==> src/rtl/call_request_encoder.sv <==
// Push-button front end: sync, debounce, sticky call latch, one request at a time to the scheduler.
// Latency: press pulse -> pending next cycle -> req_valid one cycle later; offer held until req_ready.
// Optional CALL_CANCEL_EN: re-press of a pending (not currently offered) call cancels it.
module call_request_encoder #(
  parameter int NUM_BTNS        = 9,
  parameter int DEBOUNCE_CYCLES = 240000
) (
  input  logic                clk,
  input  logic                rst,
  input  logic [NUM_BTNS-1:0] push_btns,
  output logic                req_valid,
  output logic [3:0]          req_floor,
  input  logic                req_ready,
  output logic [NUM_BTNS-1:0] pending
);

  localparam int CW = (DEBOUNCE_CYCLES > 1) ? $clog2(DEBOUNCE_CYCLES) : 1;

  typedef enum logic {IDLE, OFFER} state_t;

  logic [CW-1:0]       cnt_q;
  logic                tick;
  logic [NUM_BTNS-1:0] sync1_q, sync2_q, samp_q, deb_q, deb_d_q;
  logic [NUM_BTNS-1:0] stable, press;

  state_t              state_q, state_d;
  logic [3:0]          sel_q, sel_d;
  logic [3:0]          floor_q, floor_d;
  logic [NUM_BTNS-1:0] pending_q, pending_d;
  logic [NUM_BTNS-1:0] sel_oh, clr, cancel;
  logic [3:0]          low_idx;

  assign tick   = (cnt_q == CW'(DEBOUNCE_CYCLES - 1));
  assign stable = ~(sync2_q ^ samp_q);
  assign press  = deb_q & ~deb_d_q;

  // Input conditioning: a level must match across two ticks before deb follows it.
  always_ff @(posedge clk) begin
    if (rst) begin
      cnt_q   <= '0;
      sync1_q <= '0;
      sync2_q <= '0;
      samp_q  <= '0;
      deb_q   <= '0;
      deb_d_q <= '0;
    end else begin
      cnt_q   <= tick ? '0 : cnt_q + CW'(1);
      sync1_q <= push_btns;
      sync2_q <= sync1_q;
      deb_d_q <= deb_q;
      if (tick) begin
        samp_q <= sync2_q;
        deb_q  <= (deb_q & ~stable) | (sync2_q & stable);
      end
    end
  end

  always_ff @(posedge clk) begin
    if (rst) begin
      state_q   <= IDLE;
      sel_q     <= '0;
      floor_q   <= '0;
      pending_q <= '0;
    end else begin
      state_q   <= state_d;
      sel_q     <= sel_d;
      floor_q   <= floor_d;
      pending_q <= pending_d;
    end
  end

  always_comb begin
    state_d = state_q;
    sel_d   = sel_q;
    floor_d = floor_q;
    low_idx = '0;
    sel_oh  = '0;
    clr     = '0;
    cancel  = '0;

    for (int i = NUM_BTNS - 1; i >= 0; i--) begin
      if (pending_q[i]) low_idx = 4'(i);
    end
    for (int i = 0; i < NUM_BTNS; i++) begin
      sel_oh[i] = (sel_q == 4'(i));
    end

    case (state_q)
      IDLE: begin
        if (|pending_q) begin
          sel_d   = low_idx;
          floor_d = low_idx + 4'd1;
          state_d = OFFER;
        end
      end
      OFFER: begin
        if (req_ready) begin
          clr     = sel_oh;
          floor_d = '0;
          state_d = IDLE;
        end
      end
      default: state_d = IDLE;
    endcase

`ifdef CALL_CANCEL_EN
    // The call on offer is locked; cancelling it would retract a visible request.
    cancel = press & pending_q & ~((state_q == OFFER) ? sel_oh : '0);
`else
    cancel = '0;
`endif

    // A press coinciding with acceptance of the same button re-arms it.
    pending_d = (pending_q & ~clr & ~cancel) | (press & ~cancel);
  end

  assign req_valid = (state_q == OFFER);
  assign req_floor = floor_q;
  assign pending   = pending_q;

endmodule

==> config.mk <==
export PLATFORM = sky130hd
export DESIGN_NAME = call_request_encoder
export DESIGN_NICKNAME = d
export VERILOG_FILES = /design/src/rtl/call_request_encoder.sv
export SDC_FILE = /design/constraint.sdc
export NUM_CORES = 1
export LEC_CHECK = 0
export BUFFER_PORTS_ARGS = -buffer_cell sky130_fd_sc_hd__buf_4
export CELL_PAD_IN_SITES_DETAIL_PLACEMENT = 1
export CELL_PAD_IN_SITES_GLOBAL_PLACEMENT = 1
export CORE_ASPECT_RATIO = 1.4
export CORE_UTILIZATION = 45
export DETAILED_ROUTE_END_ITERATION = 10
export PLACE_DENSITY = 0.82
export SYNTH_ARGS = -nofsm -noshare
export SYNTH_HDL_FRONTEND = slang
export SYNTH_SLANG_ARGS = --single-unit
==> constraint.sdc <==
create_clock -name clk -period 1.8 [get_ports clk]
set_input_delay 0.27 -clock clk [delete_from_list [all_inputs] [get_ports clk]]
set_output_delay 0.27 -clock clk [all_outputs]
set_load 0.02 [all_outputs]
### Word-level counts from Yosys, hierarchy flattened

Cells that the tools add are included.

| storage, ports and cells | value |
|---|---|
| word-level logic and storage cells | 57 |
| register bits | 81 |
| output and inout bits | 14 |

| operators by class | value |
|---|---|
| eq/ne operators | 11 |
| muxes and demuxes | 17 |
| reductions and logical operators | 5 |
| bitwise operators | 12 |
| add/sub/neg operators | 2 |

Operator list:

| kind | number |
|---|---|
| 4-bit 2-to-1 mux | 11 |
| 9-bit AND | 4 |
| 9-bit NOT | 4 |
| 18-bit by 1-bit adder with 18-bit output, second input constant | 1 |
| 18-bit == test, second input constant | 1 |
| 9-bit 2-to-1 mux | 2 |
| 9-bit bitwise OR | 2 |
| 4-bit by 3-bit == test with 1-bit output, second input constant | 4 |
| 9-bit OR reduction | 1 |
| 9-bit XOR | 1 |
| 4-bit by 2-bit == test with 1-bit output, second input constant | 2 |
| 4-bit one-hot mux with 2 select lines | 1 |
| 4-bit by 1-bit adder with 4-bit output, second input constant | 1 |
| 4-bit by 1-bit == test with 1-bit output, second input constant | 1 |
| 4-bit == test, second input constant | 1 |
| 4-bit logical NOT | 1 |
| 2-bit != test, second input constant | 2 |
| 2-bit AND reduction | 2 |
| 1-bit 2-to-1 mux | 2 |
| 1-bit one-hot mux with 2 select lines | 1 |
| 2-bit OR reduction | 1 |
| 1-bit NOT | 1 |

### Longest topological paths before layout

Gate-level depths: netlist of run 1.

| logic depth | value |
|---|---|
| depth after elaboration | 12 |
| gate-level depth with buffers | 8 |
| depth with buffers taken out | 6 |

### Least setup slack after synthesis of run 1

No wires, ideal clock.

| timing path | value |
|---|---|
| path type | register to register |
| start | register cnt_q[0] |
| end | register cnt_q[16] |
| required time | 1.722 ns |
| cell stages (with the launch flop) | 9 |
| library setup time | 0.078 ns |
| slack | 0.155 ns |
| arrival | 1.568 ns |
| cell sequence | dfxtp_1 ha_1 and3_1 buf_2 nand3_1 buf_4 buf_2 o221ai_1 nor3_1 |

| on the way | value |
|---|---|
| cells in the longest elaborated chain, start to end | 2 |
| elaborated cells on any way between the ends | 3 |
| classes of those cells | add/sub (1); eq/ne (1); reduce/logical (1) |

Ends and longest elaborated chain:

| element | line | text |
|---|---|---|
| start, declared | 21 | `logic [CW-1:0] cnt_q;` |
| start signal, assigned | 47 | `cnt_q <= tick ? '0 : cnt_q + CW'(1);` |
| branches (longest 2 deep; another with 18-bit by 1-bit adder with 18-bit output) | -- |  |

Parallel ways; which one is timed is not known.
A chain may end at the register's enable or synchronous reset.

==> impl_results.md, run 1 <==
- Status: finished clean
- Placed cell areas: 0.00356 mm2
- Routed WL: 7000 um
- EDFF count, synth: 0
- Slowest CP cell: or3_4
- Initial Utilization: 46.6%
- Vias per inst: 5.44
- Pint: 2.38 mW
- Tmin final: 1670 ps
- Final WS setup: 128 ps
- Crit-path max FO: 20
- Hpwl dp: 5070 um
- Hold WC Path Type: in -> reg
- H-tree depth: 3
- GR Util All Layers: 20.2%
- Hold violation count in the final report: 0
- Residual DRC: 0
- Register area share after synthesis: 49.8%
- Setup WS pre-CTS: 81.0 ps
- Clock-pin slew of the registers on the worst-case setup and hold paths: 80 ps
- Total grt overflow: 0
- Clk pwr share: 37.3%
- Die area: 0.00758 mm2
- Peak supply drop: 0.000683 V
- Largest net degree at the start of global routing: 53
- Pwr dens: 816 mW/mm2
- Yosys warns: 0
- Routability Congestion: 0.858
- Root Buffer: clkbuf_8
- CP Buf/Inv Count: 0
- Critical-path cell list: or3_4 -> nand2b_4 -> o311ai_0 -> o311ai_1
- Peak Freq: 598 MHz
- WS Path Type: reg -> reg
- Max clock buf depth: 2
- Final worst path period share: 92.9%
- CP required: 2030 ps
- Flops & latches, synth: 81
- ANT nets after route: 0
- Syn nets: 363
- Skew final: 11.3 ps
- Vias in the first global route: 2477
- Design area: 0.00374 mm2
- 1st-iter DRT viols: 64
- Worst-Margin Slew: 533 ps
- Die width: 73.9 um
- CP Data Arrival Time: 1910 ps
- TritonCTS Sinks: 81
- Setup TNS: 0 ps
- Final Max Tran Viols: 0
- Sw frac: 22.1%
- Std-Cell Rows: 36
- Area Overhead vs Synth: 14.9%
- Die Y: 103 um
- TritonCTS clock tree: yes
- WL per Instance: 14.6 um
- Post-Syn Area: 0.00325 mm2
- First-pass GRT wire length: 11600 um
- Synth Instances: 349
- Initial antenna violation count: 0
- Register share of total power: 60.0%
- Unique masters post-synth: 47
- CP top delay family: simple AND/OR/NAND/NOR gates
- CP endpoint kind: flop
- Net switching power: 675 uW
- Initial DRT Pass Iterations: 4
- Worst slew margin: 64.5%
- Leak: 1.30 nW
- Nets: 395
- Antenna cell count: 0
- Combinational share of power: 2.8%
- Core ar.: 0.00698 mm2
- Layout cell share with drive strength beyond 1: 16.4%
- Ys flop type: dfxtp_1
- Overall via count from detail_route: 2611
- Synthesized area per cell: 9.32 um2
- Max Cap Viol: 0
- Tot Pwr: 3.05 mW
- Final setup viols: 0
- Asr flop ratio synth: 0%
- Clk_lat worst skew: 360 ps
- Buffers on Ports: 25
- CTS Buf Count: 9
- CP Launch Type: flop
- Io pins: 26
- CP peak stage delay: 460 ps
==> power groups by stage <==
stage               logic (mW)  clock network, mW  registers, mW
detailed placement      0.0859                  0           1.87
floorplan               0.0489                  0           1.87
CTS                     0.0862               1.17           1.83
global route            0.0937               1.26           1.83
finish                  0.0847               1.14           1.83
global placement        0.0823                  0           1.87
==> cell usage after synthesis (6+ instances only) <==
master / instances / share of area [%]
a21oi_1: 25 / 3.8
o311ai_0: 11 / 3.0
inv_1: 9 / 1.0
o311ai_1: 9 / 2.4
clkbuf_1: 9 / 1.0
nand2b_1: 12 / 2.3
nor2b_1: 28 / 5.4
xnor2_1: 11 / 3.0
nand2_1: 18 / 2.1
dfxtp_1: 81 / 50
nand4_1: 6 / 1.2
o21ai_0: 19 / 2.9
nor2_1: 25 / 2.9
nand3_1: 26 / 4.0
nor3_1: 7 / 1.1
==> worst reg2reg max path: stages (launching register included) <==
cell	delay [ps]
dfxtp_1	370
or3_4	460
nand2b_4	260
o311ai_0	320
o311ai_1	150
==> cell families after synthesis <==
| family | share of synthesized area [%] |
|---|---|
| AO/OA/AOI/OAI | 16.3 |
| XOR/XNOR | 3.77 |
| AND/OR/NAND/NOR | 25.5 |
| buffers and inverters | 3.81 |
| adder cells (fa/ha/maj) | 0.769 |
| flip-flops | 49.8 |
==> stage by stage <==
step / util [%] / hold WS, ps / std cells
4_1_cts: 53.4 / 105 / 479
3_5_place_dp: 51.1 / 425 / 464
3_3_place_gp: 51.1 / 416 / 464
5_1_grt: 53.5 / 122 / 480
6_report: 53.5 / 121 / 480
2_1_floorplan: - / 353 / 349
==> repair_timing <==
action / 4_1_cts / 5_1_grt
hold endpoints to repair: 0 / 0
resized for setup: 0 / 5
setup endpoints to repair: 0 / 9
hold buffers: 0 / 0
buffers inserted: 0 / 1
==> routing by layer <==
metal  up-vias  GRT usage [%]  wire [um]
met2        48           35.1       3640
met3        17           4.11        193
met5         -              0          0
met4         0           12.1        245
li1       1316              -          -
met1      1230           22.6       2920
==> cells in the final DEF (no fill, tap or decap), drive strengths merged, types with 7 or more instances in the layout <==
cell    count
clkbuf     11
nand3      27
nor4        7
nand2      18
nand2b     13
nor3        8
buf        37
a21oi      25
o21ai      20
nor2b      28
o311ai     20
inv         9
dfxtp      81
nor2       25
xnor2      11
==> path summary, 6_finish.rpt <==
| kind | startpoint | to | slack, ps | cells past startpoint |
|---|---|---|---|---|
| setup / recovery | cnt_q[10] | flop | 130 | 4 |
| hold / removal | push_btns[6] | sync1_q[6] | 120 | 2 |
| setup reg to reg | cnt_q[10] | flop | 130 | 4 |
| hold reg to reg | sync1_q[5] | sync2_q[5] | 440 | 1 |
==> final cells by class <==
class / instances / area, um2
clock buffer: 11 / 141
fill: 817 / 3240
clock inverter: 4 / 20.0
multi-input combinational: 243 / 1510
timing repair buffer: 37 / 290
tap: 95 / 119
inverter: 9 / 33.8
sequential: 81 / 1620
Power figures use the tool's default switching activity.
==> inputs of run 2 (changes only) <==
--- a/config.mk
+++ b/config.mk
@@ -9,9 +9,10 @@
 export CELL_PAD_IN_SITES_DETAIL_PLACEMENT = 1
 export CELL_PAD_IN_SITES_GLOBAL_PLACEMENT = 1
 export CORE_ASPECT_RATIO = 1.4
-export CORE_UTILIZATION = 45
+export CORE_UTILIZATION = 40
 export DETAILED_ROUTE_END_ITERATION = 10
-export PLACE_DENSITY = 0.82
+export MAX_ROUTING_LAYER = met4
+export PLACE_DENSITY = 0.75
 export SYNTH_ARGS = -nofsm -noshare
 export SYNTH_HDL_FRONTEND = slang
 export SYNTH_SLANG_ARGS = --single-unit
==> impl_results.md, run 2 (synthesized netlist as in run 1, its figures left out) <==
- Skew final: 14.7 ps (+3.35 ps)
- CP endpoint kind: flop
- Die width: 78.2 um (+5.9%)
- Peak supply drop: 0.000832 V (+22%)
- RSZ-0062 raised after global routing: true
- Clock-pin slew of the registers on the worst-case setup and hold paths: 80 ps (about the same)
- CP Launch Type: flop
- Vias in the first global route: 2541 (+2.6%)
- GR Util All Layers: 18.4% (-1.9 points)
- Std-Cell Rows: 38 (+5.6%)
- Worst slew margin: 66.0% (+1.6 points)
- Hold violation count in the final report: 0 (unchanged)
- Hold WC Path Type: in -> reg
- Initial Utilization: 41.7% (-4.9 points)
- Final Max Tran Viols: 0 (unchanged)
- Routed WL: 6930 um (-0.90%)
- Initial antenna violation count: 0 (unchanged)
- Final setup viols: 0 (unchanged)
- Final worst path period share: 95.8% (+2.9 points)
- WL per Instance: 14.3 um (-1.9%)
- Hpwl dp: 5010 um (-1.2%)
- Layout cell share with drive strength beyond 1: 16.4% (unchanged)
- Root Buffer: clkbuf_8
- Status: finished clean
- Max clock buf depth: 2 (unchanged)
- First-pass GRT wire length: 11600 um (+0.12%)
- Min Hold Slack: 112 ps (-9.89 ps)
- Leak: 1.32 nW (+1.5%)
- Tmin final: 1720 ps (+53.0 ps)
- ANT nets after route: 0 (unchanged)
- Vias per inst: 5.42 (-0.35%)
- Die area: 0.00850 mm2 (+12%)
- Initial DRT Pass Iterations: 4 (unchanged)
- Antenna cell count: 0 (unchanged)
- Residual DRC: 0 (unchanged)
- Commonest non-fill, non-tap cell in the layout: dfxtp_1
- Layout Utilization: 48.7% (-4.8 points)
- Clk_lat worst skew: 370 ps (about the same)
- Nets: 394 (-0.25%)
- CP required: 2040 ps (about the same)
- Reg2reg setup slack: 80 ps (-50 ps)
- Max Cap Viol: 0 (unchanged)
- Crit-path max FO: 20 (unchanged)
- Most frequent cells in the layout: dfxtp_1, buf_4, nor2b_1
- Buffers on Ports: 25 (unchanged)
- Worst-Margin Slew: 505 ps (-27.8 ps)
- H-tree depth: 3 (unchanged)
- Core ar.: 0.00780 mm2 (+12%)
- Die Y: 109 um (+6.0%)
- Pwr dens: 898 mW/mm2 (+10%)
- Area Overhead vs Synth: 16.8%
- 1st-iter DRT viols: 63 (-1.6%)
- Largest net degree at the start of global routing: 29 (-45%)
- TritonCTS clock tree: yes
- WS Path Type: reg -> reg
- Peak Freq: 580 MHz (-3.1%)
- CTS Buf Count: 9 (unchanged)
- Total grt overflow: 0 (unchanged)
- TritonCTS Sinks: 81 (unchanged)
- Routability Congestion: 0.843 (-1.9%)
- Io pins: 26 (unchanged)
- Overall via count from detail_route: 2629 (+0.69%)
- CP Data Arrival Time: 1960 ps (+50 ps)
run 2: through the flow:
stage	power (mW)	area (um2)	TNS [ps]	std cells	setup slack (ps)
2_1_floorplan	1.92	3250	0	349	155
3_3_place_gp	1.95	3570	0	469	135
3_5_place_dp	1.96	3570	0	469	44.3
4_1_cts	3.46	3800	0	485	38.8
5_1_grt	3.56	3800	-86.3	485	-29.8
6_report	3.41	3800	0	485	75.2
run 2: area by class of cell:
type | count | area [um2]
clock buffer | 10 | 138
tap | 100 | 125
fill | 947 | 4000
multi-input combinational | 243 | 1510
timing repair buffer | 36 | 283
sequential | 81 | 1620
inverter | 9 | 33.8
clock inverter | 6 | 90.1
run 2: worst max-delay path, stage by stage, from the launching register on:
cell,delay [ps]
dfxtp_1,370
or3_4,470
nand2b_4,260
o311ai_0,330
o311ai_1,160
run 2: repair_timing:
| action | in CTS | in global routing |
|---|---|---|
| hold buffers | 0 | 0 |
| resized for setup | 0 | 4 |
| buffers inserted | 0 | 0 |
| setup endpoints to repair | 0 | 7 |
run 2: final timing paths:
check | from | endpoint | cells past startpoint
worst max-delay path | cnt_q[7] | flop | 4
worst min-delay path | push_btns[1] | sync1_q[1] | 2
worst max register to register | cnt_q[7] | flop | 4
worst min register to register | sync1_q[6] | sync2_q[6] | 1
run 2: metal layers:
| layer | share of wire [%] | up-vias | routed length, um | global-route usage (%) |
|---|---|---|---|---|
| met4 | 4.0 | 0 | 276 | 12.8 |
| li1 | - | 1319 | - | - |
| met5 | 0 | - | 0 | - |
| met1 | 42 | 1245 | 2950 | 18.8 |
| met3 | 3.2 | 20 | 219 | 3.77 |
| met2 | 50 | 45 | 3490 | 31.4 |
run 2: report_power, final:
part / leakage (nW) / switching (mW) / internal [mW] / total (mW)
clock: 0.113 / 0.675 / 0.823 / 1.50
combinational: 0.548 / 0.0446 / 0.0403 / 0.0849
sequential: 0.657 / 0.0138 / 1.81 / 1.83
total: 1.32 / 0.734 / 2.68 / 3.41
==> inputs of run 3 (changes only) <==
--- a/config.mk
+++ b/config.mk
@@ -9,10 +9,11 @@
 export CELL_PAD_IN_SITES_DETAIL_PLACEMENT = 1
 export CELL_PAD_IN_SITES_GLOBAL_PLACEMENT = 1
 export CORE_ASPECT_RATIO = 1.4
-export CORE_UTILIZATION = 40
+export CORE_UTILIZATION = 45
 export DETAILED_ROUTE_END_ITERATION = 10
 export MAX_ROUTING_LAYER = met4
-export PLACE_DENSITY = 0.75
+export PLACE_DENSITY = 0.82
+export SKIP_CTS_REPAIR_TIMING = 1
 export SYNTH_ARGS = -nofsm -noshare
 export SYNTH_HDL_FRONTEND = slang
 export SYNTH_SLANG_ARGS = --single-unit
==> impl_results.md, run 3 (synthesized netlist as in run 1, its figures left out) <==
- Status: finished clean
- Hold WC Path Type: in -> reg
- WS Path Type: reg -> reg
- TritonCTS clock tree: yes
- Leak: 1.30 nW (-1.5%)
- Layout cell share with drive strength beyond 1: 16.4% (unchanged)
- Initial antenna violation count: 0 (unchanged)
- Clk pwr share: 37.2% (-6.7 points)
- Initial Utilization: 46.6% (+4.9 points)
- CP Data Arrival Time: 1900 ps (-60 ps)
- Tot Pwr: 3.05 mW (-11%)
- 1st-iter DRT viols: 63 (unchanged)
- Crit-path max FO: 20 (unchanged)
- CP endpoint kind: flop
- Peak Freq: 598 MHz (+3.2%)
- Buffers on Ports: 25 (unchanged)
- Core ar.: 0.00698 mm2 (-10%)
- Antenna cell count: 0 (unchanged)
- Net switching power: 672 uW (-8.5%)
- Hold violation count in the final report: 0 (unchanged)
- Routed WL: 7020 um (+1.2%)
- Worst-case reg-to-reg path depth: 4 (unchanged)
- Std-Cell Rows: 36 (-5.3%)
- Clock-pin slew of the registers on the worst-case setup and hold paths: 80 ps (about the same)
- Worst-Margin Slew: 533 ps (+27.8 ps)
- Final Max Tran Viols: 0 (unchanged)
- H-tree depth: 3 (unchanged)
- Initial DRT Pass Iterations: 4 (unchanged)
- First-pass GRT wire length: 11600 um (-0.18%)
- Placed cells: 464 (-1.1%)
- Sw frac: 22.0% (+0.53 points)
- CP Launch Type: flop
- Hpwl dp: 5070 um (+1.2%)
- Hold Path End: sync1_q[6]
- Residual DRC: 0 (unchanged)
- Max clock buf depth: 2 (unchanged)
- Die width: 73.9 um (-5.6%)
- Final setup viols: 0 (unchanged)
- Routability Congestion: 0.872 (+3.5%)
- Most frequent cells in the layout: dfxtp_1, buf_4, nor2b_1
- Combinational share of power: 2.8% (+0.3 points)
- GR Util All Layers: 20.9% (+2.5 points)
- Largest net degree at the start of global routing: 53 (+83%)
- Pwr dens: 815 mW/mm2 (-9.2%)
- TritonCTS Sinks: 81 (unchanged)
- Nets: 395 (+0.25%)
- CP required: 2030 ps (about the same)
- Hold Crit Start: push_btns[6]
- Pint: 2.38 mW (-11%)
- Final worst path period share: 92.9% (-3.0 points)
- Overall via count from detail_route: 2615 (-0.53%)
- Hold Crit Depth: 2 (unchanged)
- Reg2reg setup slack: 130 ps (+50 ps)
- Register share of total power: 60.0% (+6.4 points)
- Clk_lat worst skew: 360 ps (about the same)
- Total grt overflow: 0 (unchanged)
- Max Cap Viol: 0 (unchanged)
- Io pins: 26 (unchanged)
- CTS Buf Count: 9 (unchanged)
- Vias per inst: 5.45 (+0.50%)
- Die Y: 103 um (-5.6%)
- ANT nets after route: 0 (unchanged)
- Min Hold Slack: 125 ps (+13.1 ps)
- Vias in the first global route: 2473 (-2.7%)
- Worst slew margin: 64.5% (-1.6 points)
- Commonest non-fill, non-tap cell in the layout: dfxtp_1
- Area Overhead vs Synth: 14.9%
- Die area: 0.00758 mm2 (-11%)
- WL per Instance: 14.6 um (+2.3%)
- Peak supply drop: 0.000685 V (-18%)
- Root Buffer: clkbuf_8
- Setup TNS: 0 ps (unchanged)
- Tmin final: 1670 ps (-53.2 ps)
- Finished Layout Cells: 480 (-1.0%)
- Layout Utilization: 53.5% (+4.8 points)
- FILL cells: 817 (-14%)
- Skew final: 11.4 ps (-3.34 ps)
- Worst reg2reg path startpoint: cnt_q[10]
## run 3: cell count changes in the layout (fill, tap and decap cells not counted)
cell and change:
buf_4 +1, clkbuf_1 +1, clkinvlp_4 -1, inv_6 -1, nor3_1 -1, bufinv_16 -2
clkinv_4 -1, clkinv_2 +3, nor3_2 +1
## run 3: worst max-delay path, stage by stage, from the launching register on
cell	delay, ps
dfxtp_1	370
or3_4	460
nand2b_4	260
o311ai_0	320
o311ai_1	150
## run 3: layout make-up
cell class / count / area (um2) / area share, %
Clock inverter: 4 / 20.0 / 0.535
Inverter: 9 / 33.8 / 0.904
Timing Repair Buffer: 37 / 290 / 7.76
Multi-Input combinational cell: 243 / 1510 / 40.5
Tap cell: 95 / 119 / 3.18
Clock buffer: 11 / 141 / 3.78
Sequential cell: 81 / 1620 / 43.4
## run 3: power groups by stage
stage | sequential (mW) | combinational, mW | clock (mW)
2_1_floorplan | 1.87 | 0.0489 | 0
3_3_place_gp | 1.87 | 0.0823 | 0
3_5_place_dp | 1.87 | 0.0859 | 0
4_1_cts | 1.83 | 0.0862 | 1.17
5_1_grt | 1.83 | 0.0937 | 1.26
6_report | 1.83 | 0.0847 | 1.13
## run 3: layer usage
metal	vias to the layer above	global-route usage (%)	routed length (um)
met5	-	-	0
met3	17	4.11	184
met1	1236	22.6	2950
li1	1317	-	-
met4	0	12.1	225
met2	45	35.1	3660
## run 3: worst max-delay path by stage
| stage | slack, ps | to | cells past startpoint | start |
|---|---|---|---|---|
| finish | 130 | flop | 4 | cnt_q[10] |
| global route | -4 | flop | 5 | cnt_q[0] |
| CTS | 70 | flop | 4 | cnt_q[10] |
| detailed placement | 80 | flop | 4 | cnt_q[10] |
| global placement | 170 | flop | 4 | cnt_q[10] |
| floorplan | 150 | cnt_q[16] | 8 | cnt_q[0] |
## run 3: per-stage QoR
step | setup WS, ps | cell area, um2
final | 128 | 3740
after global routing | -3.73 | 3740
after detailed placement | 81.0 | 3560
after CTS | 73.4 | 3730
after global placement | 174 | 3560
after floorplan | 155 | 3250
